`src/rtl/tx_pulser_ch.sv`:
```
// tx_pulser_ch: per-channel transmit beamforming pulser.
//
// A trigger looks up this channel's focusing delay for the requested scan line
// in a loadable delay LUT. The unit waits that many clocks, then drives a
// bipolar burst of num_cycles full periods on pulse_p/pulse_n.
//
// Ports:
//   clk, rst_n        clock, asynchronous active-low reset
//   lut_addr/we/din   delay LUT write port (writes allowed in any state)
//   line_idx          scan line to fire, sampled with tx_trig
//   num_cycles        burst length in full pulse periods, sampled with tx_trig
//   tx_trig           transmit request
//   abort             synchronous abort of the current transmit
//   pulse_p, pulse_n  registered pulser drives (never both high)
//   tx_en             registered, high from trigger to end of burst
//   tx_busy           high whenever the FSM is not IDLE
//   tx_done           one-cycle completion strobe
//   dbg_state         current FSM state encoding (IDLE=0)
//
// Handshake: tx_trig is a request that is accepted only when tx_busy is low
// (FSM in IDLE). A request made while busy is dropped, not queued. The earliest
// accepted re-trigger is the cycle after tx_done.
module tx_pulser_ch #(
  parameter int ADDR_WD  = 7,
  parameter int DLY_WD   = 12,
  parameter int NCYC_WD  = 4,
  parameter int HALF_PER = 4
) (
  input  logic               clk,
  input  logic               rst_n,
  input  logic [ADDR_WD-1:0] lut_addr,
  input  logic               lut_we,
  input  logic [DLY_WD-1:0]  lut_din,
  input  logic [ADDR_WD-1:0] line_idx,
  input  logic [NCYC_WD-1:0] num_cycles,
  input  logic               tx_trig,
  input  logic               abort,
  output logic               pulse_p,
  output logic               pulse_n,
  output logic               tx_en,
  output logic               tx_busy,
  output logic               tx_done,
  output logic [2:0]         dbg_state
);

  localparam int HC_WD = $clog2(HALF_PER) + 1;
  localparam logic [HC_WD-1:0] HC_LAST = HC_WD'(HALF_PER - 1);

  typedef enum logic [2:0] {
    S_IDLE  = 3'd0,
    S_FETCH = 3'd1,
    S_DELAY = 3'd2,
    S_PULSE = 3'd3,
    S_DONE  = 3'd4
  } state_t;

  state_t             state_q, state_d;
  logic               fetch_ph_q, fetch_ph_d;
  logic [ADDR_WD-1:0] line_q, line_d;
  logic [NCYC_WD-1:0] ncyc_q, ncyc_d;
  logic [DLY_WD-1:0]  dly_q, dly_d;
  logic [HC_WD-1:0]   half_q, half_d;
  logic [NCYC_WD-1:0] cyc_q, cyc_d;
  logic               neg_q, neg_d;
  logic               pulse_p_d, pulse_n_d, tx_en_d, tx_done_d;

  // Delay LUT: single-port style RAM, read-first, 1-cycle read latency.
  // The read is issued in the first FETCH cycle; the second FETCH cycle
  // loads the counter. This gives the fixed trigger-to-pulse offset of 3.
  logic [DLY_WD-1:0] mem [2**ADDR_WD];
  logic [DLY_WD-1:0] rd_q;
  logic              rd_en;

  assign rd_en = (state_q == S_FETCH) && !fetch_ph_q;

  always_ff @(posedge clk) begin
    if (lut_we) mem[lut_addr] <= lut_din;
    if (rd_en)  rd_q <= mem[line_q];
  end

  assign tx_busy   = (state_q != S_IDLE);
  assign dbg_state = state_q;

  always_comb begin
    state_d    = state_q;
    fetch_ph_d = fetch_ph_q;
    line_d     = line_q;
    ncyc_d     = ncyc_q;
    dly_d      = dly_q;
    half_d     = half_q;
    cyc_d      = cyc_q;
    neg_d      = neg_q;
    pulse_p_d  = pulse_p;
    pulse_n_d  = pulse_n;
    tx_en_d    = tx_en;
    tx_done_d  = 1'b0;

    case (state_q)
      S_IDLE: begin
        if (tx_trig) begin
          state_d    = S_FETCH;
          line_d     = line_idx;
          ncyc_d     = num_cycles;
          fetch_ph_d = 1'b0;
          tx_en_d    = 1'b1;
        end
      end
      S_FETCH: begin
        if (!fetch_ph_q) begin
          fetch_ph_d = 1'b1;
        end else begin
          dly_d   = rd_q;
          state_d = S_DELAY;
        end
      end
      S_DELAY: begin
        // Exit test is on the current value, so the count never underflows
        // even for the largest delay.
        if (dly_q == '0) begin
          if (ncyc_q == '0) begin
            state_d   = S_DONE;
            tx_en_d   = 1'b0;
            tx_done_d = 1'b1;
          end else begin
            state_d   = S_PULSE;
            pulse_p_d = 1'b1;
            half_d    = HC_LAST;
            cyc_d     = ncyc_q;
            neg_d     = 1'b0;
          end
        end else begin
          dly_d = dly_q - 1'b1;
        end
      end
      S_PULSE: begin
        if (half_q != '0) begin
          half_d = half_q - 1'b1;
        end else if (!neg_q) begin
          // Positive half ends: swap drives in one registered step so the
          // two outputs never overlap.
          neg_d     = 1'b1;
          pulse_p_d = 1'b0;
          pulse_n_d = 1'b1;
          half_d    = HC_LAST;
        end else if (cyc_q == NCYC_WD'(1)) begin
          state_d   = S_DONE;
          pulse_n_d = 1'b0;
          tx_en_d   = 1'b0;
          tx_done_d = 1'b1;
        end else begin
          cyc_d     = cyc_q - 1'b1;
          neg_d     = 1'b0;
          pulse_n_d = 1'b0;
          pulse_p_d = 1'b1;
          half_d    = HC_LAST;
        end
      end
      S_DONE: begin
        state_d = S_IDLE;
      end
      default: begin
        state_d   = S_IDLE;
        pulse_p_d = 1'b0;
        pulse_n_d = 1'b0;
        tx_en_d   = 1'b0;
      end
    endcase

    // Abort wins over everything, including a same-cycle trigger; it has no
    // meaning in IDLE.
    if (abort && (state_q != S_IDLE)) begin
      state_d   = S_IDLE;
      pulse_p_d = 1'b0;
      pulse_n_d = 1'b0;
      tx_en_d   = 1'b0;
      tx_done_d = 1'b0;
    end
  end

  always_ff @(posedge clk or negedge rst_n) begin
    if (!rst_n) begin
      state_q    <= S_IDLE;
      fetch_ph_q <= 1'b0;
      line_q     <= '0;
      ncyc_q     <= '0;
      dly_q      <= '0;
      half_q     <= '0;
      cyc_q      <= '0;
      neg_q      <= 1'b0;
      pulse_p    <= 1'b0;
      pulse_n    <= 1'b0;
      tx_en      <= 1'b0;
      tx_done    <= 1'b0;
    end else begin
      state_q    <= state_d;
      fetch_ph_q <= fetch_ph_d;
      line_q     <= line_d;
      ncyc_q     <= ncyc_d;
      dly_q      <= dly_d;
      half_q     <= half_d;
      cyc_q      <= cyc_d;
      neg_q      <= neg_d;
      pulse_p    <= pulse_p_d;
      pulse_n    <= pulse_n_d;
      tx_en      <= tx_en_d;
      tx_done    <= tx_done_d;
    end
  end

endmodule

```
`config.mk`:
```
export PLATFORM = sky130hd
export DESIGN_NAME = tx_pulser_ch
export DESIGN_NICKNAME = d
export VERILOG_FILES = /design/src/rtl/tx_pulser_ch.sv
export SDC_FILE = /design/constraint.sdc
export NUM_CORES = 1
export LEC_CHECK = 0
export BUFFER_PORTS_ARGS = -buffer_cell sky130_fd_sc_hd__buf_2
export CAP_MARGIN = 20
export CELL_PAD_IN_SITES_DETAIL_PLACEMENT = 2
export CELL_PAD_IN_SITES_GLOBAL_PLACEMENT = 2
export CORE_MARGIN = 3
export CORE_UTILIZATION = 56
export CTS_CLUSTER_DIAMETER = 120
export DETAILED_ROUTE_END_ITERATION = 12
export HOLD_SLACK_MARGIN = 0.15
export MAX_ROUTING_LAYER = met4
export PLACE_DENSITY = 0.87
export SLEW_MARGIN = 0
export SYNTH_ARGS = -nofsm -noshare
export SYNTH_HDL_FRONTEND = slang
export SYNTH_SLANG_ARGS = --single-unit
```
`constraint.sdc`:
```
create_clock -name clk -period 8.9 [get_ports clk]
set_clock_uncertainty 0.15 [all_clocks]
set_input_delay 0 -clock clk [delete_from_list [all_inputs] [get_ports clk]]
set_output_delay 0 -clock clk [all_outputs]
set_load 0.01 [all_outputs]
```
==> flow_summary.ini, run 1 <==
[synth]
syn_avg_cell_area_sq_um = 23.54
syn_area_sq_mm = 0.06149
synth_xor_area_share_pct = 0
ys.flop_type = edfxtp_1
synth.distinct_cells = 51
ys_seq_area_share_pct = 77.19
ys_ff_latch = 1587
synth_compound_area_share_pct = 0.7956
syn-num-nets = 2653
synthSimpleGateAreaFrac_pct = 1.909
yosysWarnings = 0
synth_top_family_by_area = multiplexers
synth_fa_ha_area_share_pct = 0.1221
muxShareOfSynthArea_pct = 18.93
postSynthCellCount = 2612
async_reset_ff_share_pct = 2.457
synth_edf_count = 1548

[status]
error = [ERROR DPL-0033] detailed placement checks failed during check placement.
status = stopped before the end
haltStage = detailed placement

[placed_design]
gp_congestion = 0.8552
dpl.hpwl_um = 140000
io_buffer_count = 42

[floorplanning]
row_count = 120
initial_core_util_pct = 56.96
io_pins = 43
fp.dieW_um = 337.4
dieHeight_um = 337.4
## cell families after synthesis
logic type | Yosys count
compound gates | 74
fa+ha+maj | 6
buf+inv | 150
flops | 1587
mux | 530
simple gates | 265
## cells in the mapped netlist (6+ instances only)
| master | instances | area share, % |
|---|---|---|
| inv_1 | 10 | 0.061 |
| nor3_1 | 21 | 0.17 |
| clkbuf_1 | 79 | 0.48 |
| buf_4 | 11 | 0.13 |
| nand3_1 | 16 | 0.13 |
| ha_1 | 6 | 0.12 |
| o21ai_0 | 13 | 0.11 |
| mux2_2 | 25 | 0.46 |
| buf_2 | 29 | 0.24 |
| dfrtp_1 | 39 | 1.6 |
| nand2b_1 | 8 | 0.081 |
| nor2_1 | 151 | 0.92 |
| edfxtp_1 | 1548 | 76 |
| nand2_1 | 35 | 0.21 |
| nor2b_1 | 8 | 0.081 |
| buf_1 | 20 | 0.12 |
| mux4_2 | 504 | 18 |
| a21oi_1 | 19 | 0.15 |
## per-stage QoR
stage | area, sq um | cells | hold WS [ns] | worst slack, ns
global placement | 63870 | 4026 | 0.03707 | 4.307
floorplan | 61490 | 2612 | -0.4456 | 5.812
==> inputs of run 2 (changes only) <==
==> config.mk (replaced) <==
export PLATFORM = sky130hd
export DESIGN_NAME = tx_pulser_ch
export DESIGN_NICKNAME = d
export VERILOG_FILES = /design/src/rtl/tx_pulser_ch.sv
export SDC_FILE = /design/constraint.sdc
export NUM_CORES = 1
export LEC_CHECK = 0
export BUFFER_PORTS_ARGS = -buffer_cell sky130_fd_sc_hd__buf_2
export CAP_MARGIN = 20
export CORE_MARGIN = 3
export CORE_UTILIZATION = 40
export DETAILED_ROUTE_END_ITERATION = 12
export PLACE_DENSITY_LB_ADDON = 0.15
export SLEW_MARGIN = 0
export SYNTH_ARGS = -nofsm -noshare
export SYNTH_HDL_FRONTEND = slang
export SYNTH_SLANG_ARGS = --single-unit
==> run 2 against run 1 <==
The flow now finishes without violations; synthesized cell count did not move; synthesized area stayed put.
==> flow_summary.ini, run 2 <==
[route]
viasPerCell = 5.731
drtIter0Drc = 3136
drc = 0
wl_per_cell_um = 31.51
drt-total-wl_um = 158800
via_count = 28880
firstDrtPassIters = 6
antenna_left = 0

[clock_tree]
postCtsSetupBuffers = 0
cts_tree = yes
hold_buffers = 62
cts.sinks = 1587
clkLatencyLatePin_ns = 0.80
clockRootBuffer = clkbuf_16
cts_max_level = 4
cts.clk_slew.worst_paths_ns = 0.06
cts_resized = 0
cts_inserted_buffers = 167
cts_max_path_buffers = 3

[final_layout]
register_area_sq_mm = 0.04748
fin_util_pct = 46.56
final_common_cell = edfxtp_1
largest_reg_flops = 1536
stdcell_area_sq_mm = 0.07089
layout_common_cells = edfxtp_1 (1548), mux4_2 (504), clkbuf_16 (171)
num-fill-cells = 12390
layout-drive-gt1-share_pct = 33.20
top_register = mem
fin_cells = 5040
nNetsFinal = 2909
reg_top3 = mem x1536, dly_q x12, rd_q x12
multi_input_area_sq_mm = 0.01360
syn_to_final_growth_pct = 15.30

[worst_setup_path]
critPathKind = reg -> reg
crit_path_frequent_cell = mux4_2
worstPathMaxFanout = 100
reg2reg_depth = 5
r2r_end = rd_q[5]
cp_slowest_stage_delay_ns = 1.05
timing.critical_path.slowest_stage_cell = dfrtp_4
rrSetupSlack_ns = 4.46
r2r_start = line_q[0]
crit_required_ns = 9.29
cp_cell_sequence = buf_12 > mux4_2 > mux4_2 > mux4_2 > mux2_2
arrival_ns = 4.83
worstSetupStartpointType = flip-flop
endpoint_kind = flip-flop

[status]
status = finished clean

[sta]
relSlewSlack_pct = 26.46
tns_ns = 0
finalSetupViolCount = 0
fmax_mhz = 225.3
period_minus_slack_ns = 4.438
period_share_pct = 49.86
rsz0062_at_grt = no
worst_pin_slew_ns = 1.102
hold_viol = 0
drv_slew = 0

[global_routing]
antenna_found_initial = 13
grt_max_degree = 115
grt.total_usage_pct = 20.35
grt_pass1_vias = 29650
grt_pass1_wl_um = 227600
overflow = 0

[placed_design]
gp_congestion = 0.7782
io_buffer_count = 42
dpl.hpwl_um = 93870
placed_area_sq_mm = 0.06505
placed_cells = 4666

[synth]
synth_top_family_by_area = multiplexers
synth_compound_area_share_pct = 0.7956
syn_avg_cell_area_sq_um = 23.54
ys_ff_latch = 1587
syn_area_sq_mm = 0.06149
synth.distinct_cells = 51
yosysTopAreaCellShare_pct = 75.60
muxShareOfSynthArea_pct = 18.93
ys_seq_area_share_pct = 77.19
yosysWarnings = 0
synth_edf_count = 1548
synth_fa_ha_area_share_pct = 0.1221
synth_area_leaders = edfxtp_1 (76%), mux4_2 (18%), dfrtp_1 (1.6%), nor2_1 (0.92%), clkbuf_1 (0.48%)
syn-num-nets = 2653
postSynthCellCount = 2612
synthTopCellsByCount = edfxtp_1 (1548), mux4_2 (504), nor2_1 (151), clkbuf_1 (79), dfrtp_1 (39)
ys.flop_type = edfxtp_1
synth_xor_area_share_pct = 0
yosysMostFrequentCell = edfxtp_1
synthSimpleGateAreaFrac_pct = 1.909
async_reset_ff_share_pct = 2.457
yosysTopAreaCell = edfxtp_1

[power_and_ir_drop]
power.total_uw = 21180
leakage_uw = 0.02192
p_per_area_mw_per_mm2 = 298.8
peakVddDrop_v = 0.0002473

[floorplanning]
row_count = 143
die_area_sq_mm = 0.1585
dieHeight_um = 398.1
fp.dieW_um = 398.1
io_pins = 43
initial_core_util_pct = 40.38
core_area_sq_mm = 0.1523

[worst_hold_path]
hold_start = abort
hold_path_depth = 4
whs_endpoint = dbg_state[1]
hold_class = in -> reg

[run]
drv_cap = 0
-- run 2: cell counts after synthesis --
No cell type changed its count.
-- run 2: kinds of logic after synthesis --
kind of cell | count (synthesis)
AOI/OAI and AO/OA | 74
and+or+nand+nor | 265
muxes | 530
buffers and inverters | 150
adders and majority gates | 6
DFF | 1587
-- run 2: area by class of cell --
cell class / instances / share of cell area, %
Clock inverter: 99 / 1.082
Tap cell: 2030 / 3.583
Timing Repair Buffer: 227 / 2.880
Clock buffer: 208 / 6.232
Multi-Input combinational cell: 875 / 19.19
Antenna cell: 4 / 0.01412
Inverter: 10 / 0.05295
Sequential cell: 1587 / 66.97
-- run 2: where the power goes --
| part | internal (uW) | total, uW | switching (uW) |
|---|---|---|---|
| logic | 2840 | 5820 | 2980 |
| registers | 8380 | 8750 | 367 |
| clock network | 3710 | 6620 | 2900 |
-- run 2: stage by stage --
stage | setup slack, ns | hold slack [ns]
CTS | 4.195 | 0.04180
detailed placement | 4.225 | -0.02144
floorplan | 5.812 | -0.4456
global placement | 4.234 | -0.01952
finish | 4.462 | 0.1224
global route | 4.228 | 0.1006
-- run 2: metal layers --
metal  global-route usage [%]  share of wire [%]  vias up  wire length, um
li1                         -                  -    11720                -
met3                    3.782                6.3      195            10030
met5                        0              0.017        -               27
met4                    4.514                1.6        4             2483
met2                    32.10                 48      983            76670
met1                    29.73                 44    15980            69600
-- run 2: how the worst max path moves through the flow --
stage | cells after the start | end | startpoint | slack (ns)
2_1_floorplan | 6 | rd_q[2] | line_q[0] | 5.81
3_3_place_gp | 5 | rd_q[5] | line_q[0] | 4.23
3_5_place_dp | 5 | rd_q[5] | line_q[0] | 4.23
4_1_cts | 5 | rd_q[10] | line_q[0] | 4.20
5_1_grt | 5 | rd_q[5] | line_q[0] | 4.23
6_report | 5 | rd_q[5] | line_q[0] | 4.46
-- run 2: critical path, delay by kind of cell (launching register included) --
family	cells	cell delay (ns)
flip-flops	1	1.05
multiplexers	4	2.13
buffers and inverters	1	0.67
Power figures use the tool's default switching activity.
==> inputs of run 3 (changes only) <==
--- a/config.mk
+++ b/config.mk
@@ -5,6 +5,7 @@
 export SDC_FILE = /design/constraint.sdc
 export NUM_CORES = 1
 export LEC_CHECK = 0
+export ABC_AREA = 1
 export BUFFER_PORTS_ARGS = -buffer_cell sky130_fd_sc_hd__buf_2
 export CAP_MARGIN = 20
 export CORE_MARGIN = 3
==> constraint.sdc (replaced) <==
create_clock -name clk -period 4.4 [get_ports clk]
set_clock_uncertainty 0.15 [all_clocks]
set_input_delay 0 -clock clk [delete_from_list [all_inputs] [get_ports clk]]
set_output_delay 0 -clock clk [all_outputs]
set_load 0.01 [all_outputs]
==> run 3 against run 2 <==
Design area increased by 4.4%; die area increased by 5.4%; sequential share of layout area decreased by 2.8 points; worst setup slack got worse by 3.3 ns; register-to-register slack got worse by 3.3 ns; global-route usage increased by 1.8 points; cell count increased by 58%; worst hold slack got worse by 0.032 ns; first-iteration DRC count increased by 29%; non-clock buffer count increased by 89; largest cell class unchanged; largest power group unchanged.
==> flow_summary.ini, run 3 <==
[worst_setup_path]
worstSetupStartpointType = flip-flop
worstPathMaxFanout = 53
critPathKind = reg -> reg
crit_required_ns = 4.81
endpoint_kind = flip-flop
arrival_ns = 3.69

[synth]
postSynthCellCount = 5536
async_reset_ff_share_pct = 2.457
syn_avg_cell_area_sq_um = 11.72
yosysWarnings = 0
ys_seq_area_share_pct = 73.15
synth.distinct_cells = 33
synth_edf_count = 1548
synthTopCellsByCount = nand2_1 (1869), edfxtp_1 (1548), nand3_1 (1409), buf_2 (172), nor2_1 (152)
ys.flop_type = edfxtp_1
syn_area_sq_mm = 0.06488
yosysTopAreaCell = edfxtp_1
syn-num-nets = 5577
ys_ff_latch = 1587
yosysMostFrequentCell = nand2_1
yosysTopAreaCellShare_pct = 71.65
synth_area_leaders = edfxtp_1 (72%), nand3_1 (11%), nand2_1 (11%), dfrtp_1 (1.5%), buf_2 (1.3%)

[placed_design]
gp_congestion = 0.8038
dpl.hpwl_um = 102600
placed_cells = 7586
io_buffer_count = 42
dp_slack_ns = 1.114

[final_layout]
top_register = mem
fin_util_pct = 46.01
num-fill-cells = 14620
final_common_cell = nand2_1
reg_top3 = mem x1536, dly_q x12, rd_q x12
layout-drive-gt1-share_pct = 8.573
largest_reg_flops = 1536
syn_to_final_growth_pct = 14.12
nNetsFinal = 5713
fin_cells = 7976
layout_common_cells = nand2_1 (1869), edfxtp_1 (1548), nand3_1 (1409)

[clock_tree]
cts.sinks = 1587
postCtsSetupBuffers = 0
hold_buffers = 71
cts_tree = yes
cts_max_level = 4
cts_resized = 0
clockRootBuffer = clkbuf_16
cts_max_path_buffers = 3
cts_inserted_buffers = 170
cts.clk_slew.worst_paths_ns = 0.06
clkLatencyLatePin_ns = 0.81

[floorplanning]
row_count = 147
io_pins = 43
initial_core_util_pct = 40.31
die_area_sq_mm = 0.1671
fp.dieW_um = 408.7
core_area_sq_mm = 0.1609
dieHeight_um = 408.7

[global_routing]
antenna_found_initial = 12
grt_pass1_vias = 40730
overflow = 0
grt_pass1_wl_um = 277100
grt_max_degree = 181
grt.total_usage_pct = 22.12

[route]
drt-total-wl_um = 187500
drtIter0Drc = 4044
antenna_left = 0
viasPerCell = 5.326
wl_per_cell_um = 23.51
drc = 0
via_count = 42480
firstDrtPassIters = 6

[worst_hold_path]
hold_class = in -> reg

[sta]
tns_ns = 0
hold_viol = 0
period_minus_slack_ns = 3.282
rsz0062_at_grt = no
drv_slew = 0
worst_pin_slew_ns = 1.089
period_share_pct = 74.59
fmax_mhz = 304.7
finalSetupViolCount = 0
worst_slack_ns = 1.118
relSlewSlack_pct = 27.22

[power_and_ir_drop]
leakage_uw = 0.02642
peakVddDrop_v = 0.0005670
p_per_area_mw_per_mm2 = 627.0

[status]
status = finished clean

[run]
drv_cap = 0
==> run 3: cell count changes after synthesis, moves of 8 or more <==
cell	before	now
nor2b_1	8	0
buf_4	11	48
inv_1	10	57
buf_2	29	172
buf_6	1	22
mux2_2	25	0
buf_1	20	28
nand2b_1	8	0
nand2_1	35	1869
nand3_1	16	1409
mux4_2	504	0
o21ai_0	13	41
==> run 3: worst paths after layout <==
| check | depth (start not counted) | from | slack (ns) | to |
|---|---|---|---|---|
| min in group asynchronous | 4 | rst_n | 0.20 | tx_en |
| min reg2reg | 1 | half_q[1] | 0.33 | half_q[1] |
| max | 12 | line_q[1] | 1.12 | rd_q[11] |
| max reg2reg | 12 | line_q[1] | 1.12 | rd_q[11] |
| max in group asynchronous | 4 | rst_n | 3.43 | line_q[2] |
| min | 2 | lut_din[11] | 0.09 | mem[126][11] |
==> run 3: per-stage QoR <==
stage | hold WS (ns) | power (uW) | cell area, sq um
final | 0.09020 | 46420 | 74040
after global routing | 0.08672 | 48770 | 74040
after detailed placement | -0.03842 | 32940 | 67920
after global placement | -0.03691 | 32920 | 67810
after floorplan | -0.4456 | 27330 | 64880
after CTS | 0.02407 | 46890 | 74000
==> run 3: layout make-up <==
class	instances	area (sq um)	share of cell area, %
Clock buffer	212	4463	6.028
Antenna cell	7	17.52	0.02366
Tap cell	2160	2703	3.650
Clock inverter	97	900.9	1.217
Timing Repair Buffer	316	2913	3.934
Sequential cell	1587	47480	64.12
Inverter	62	264.0	0.3566
Multi-Input combinational cell	3535	15310	20.67
==> run 3: worst max-delay path, cell delays in order (launching register included) <==
cell and delay (ns):
dfrtp_4 0.64, inv_8 0.46, buf_4 0.58, buf_4 0.26, nand3_1 0.08, nand3_1 0.07, nand3_1 0.12, nand2_1 0.09
nand2_1 0.05, nand3_1 0.15, nand2_1 0.15, nand2_1 0.15, nand2_1 0.07
==> run 3: logic make-up after synthesis <==
family / count (synthesis) / synth area share (%)
AND/OR/NAND/NOR: 3452 / 22.76
adder cells (fa/ha/maj): 6 / 0.1157
XOR/XNOR: 5 / 0.06751
AO/OA/AOI/OAI: 72 / 0.6114
flip-flops: 1587 / 73.15
buffers and inverters: 414 / 3.298
==> run 3: routing by layer <==
layer  vias to the layer above  track usage [%]  routed length [um]
li1                      19800                -                   -
met1                     21150            31.28               82720
met2                      1261            35.49               88760
met3                       272            3.389               10980
met4                         2            6.460                5013
met5                         -                0                  13
==> run 3: power breakdown <==
| part | total [uW] | internal, uW | switching [uW] |
|---|---|---|---|
| Clock | 13800 | 7780 | 6040 |
| Sequential | 17200 | 16900 | 271 |
| Combinational | 15400 | 4180 | 11200 |
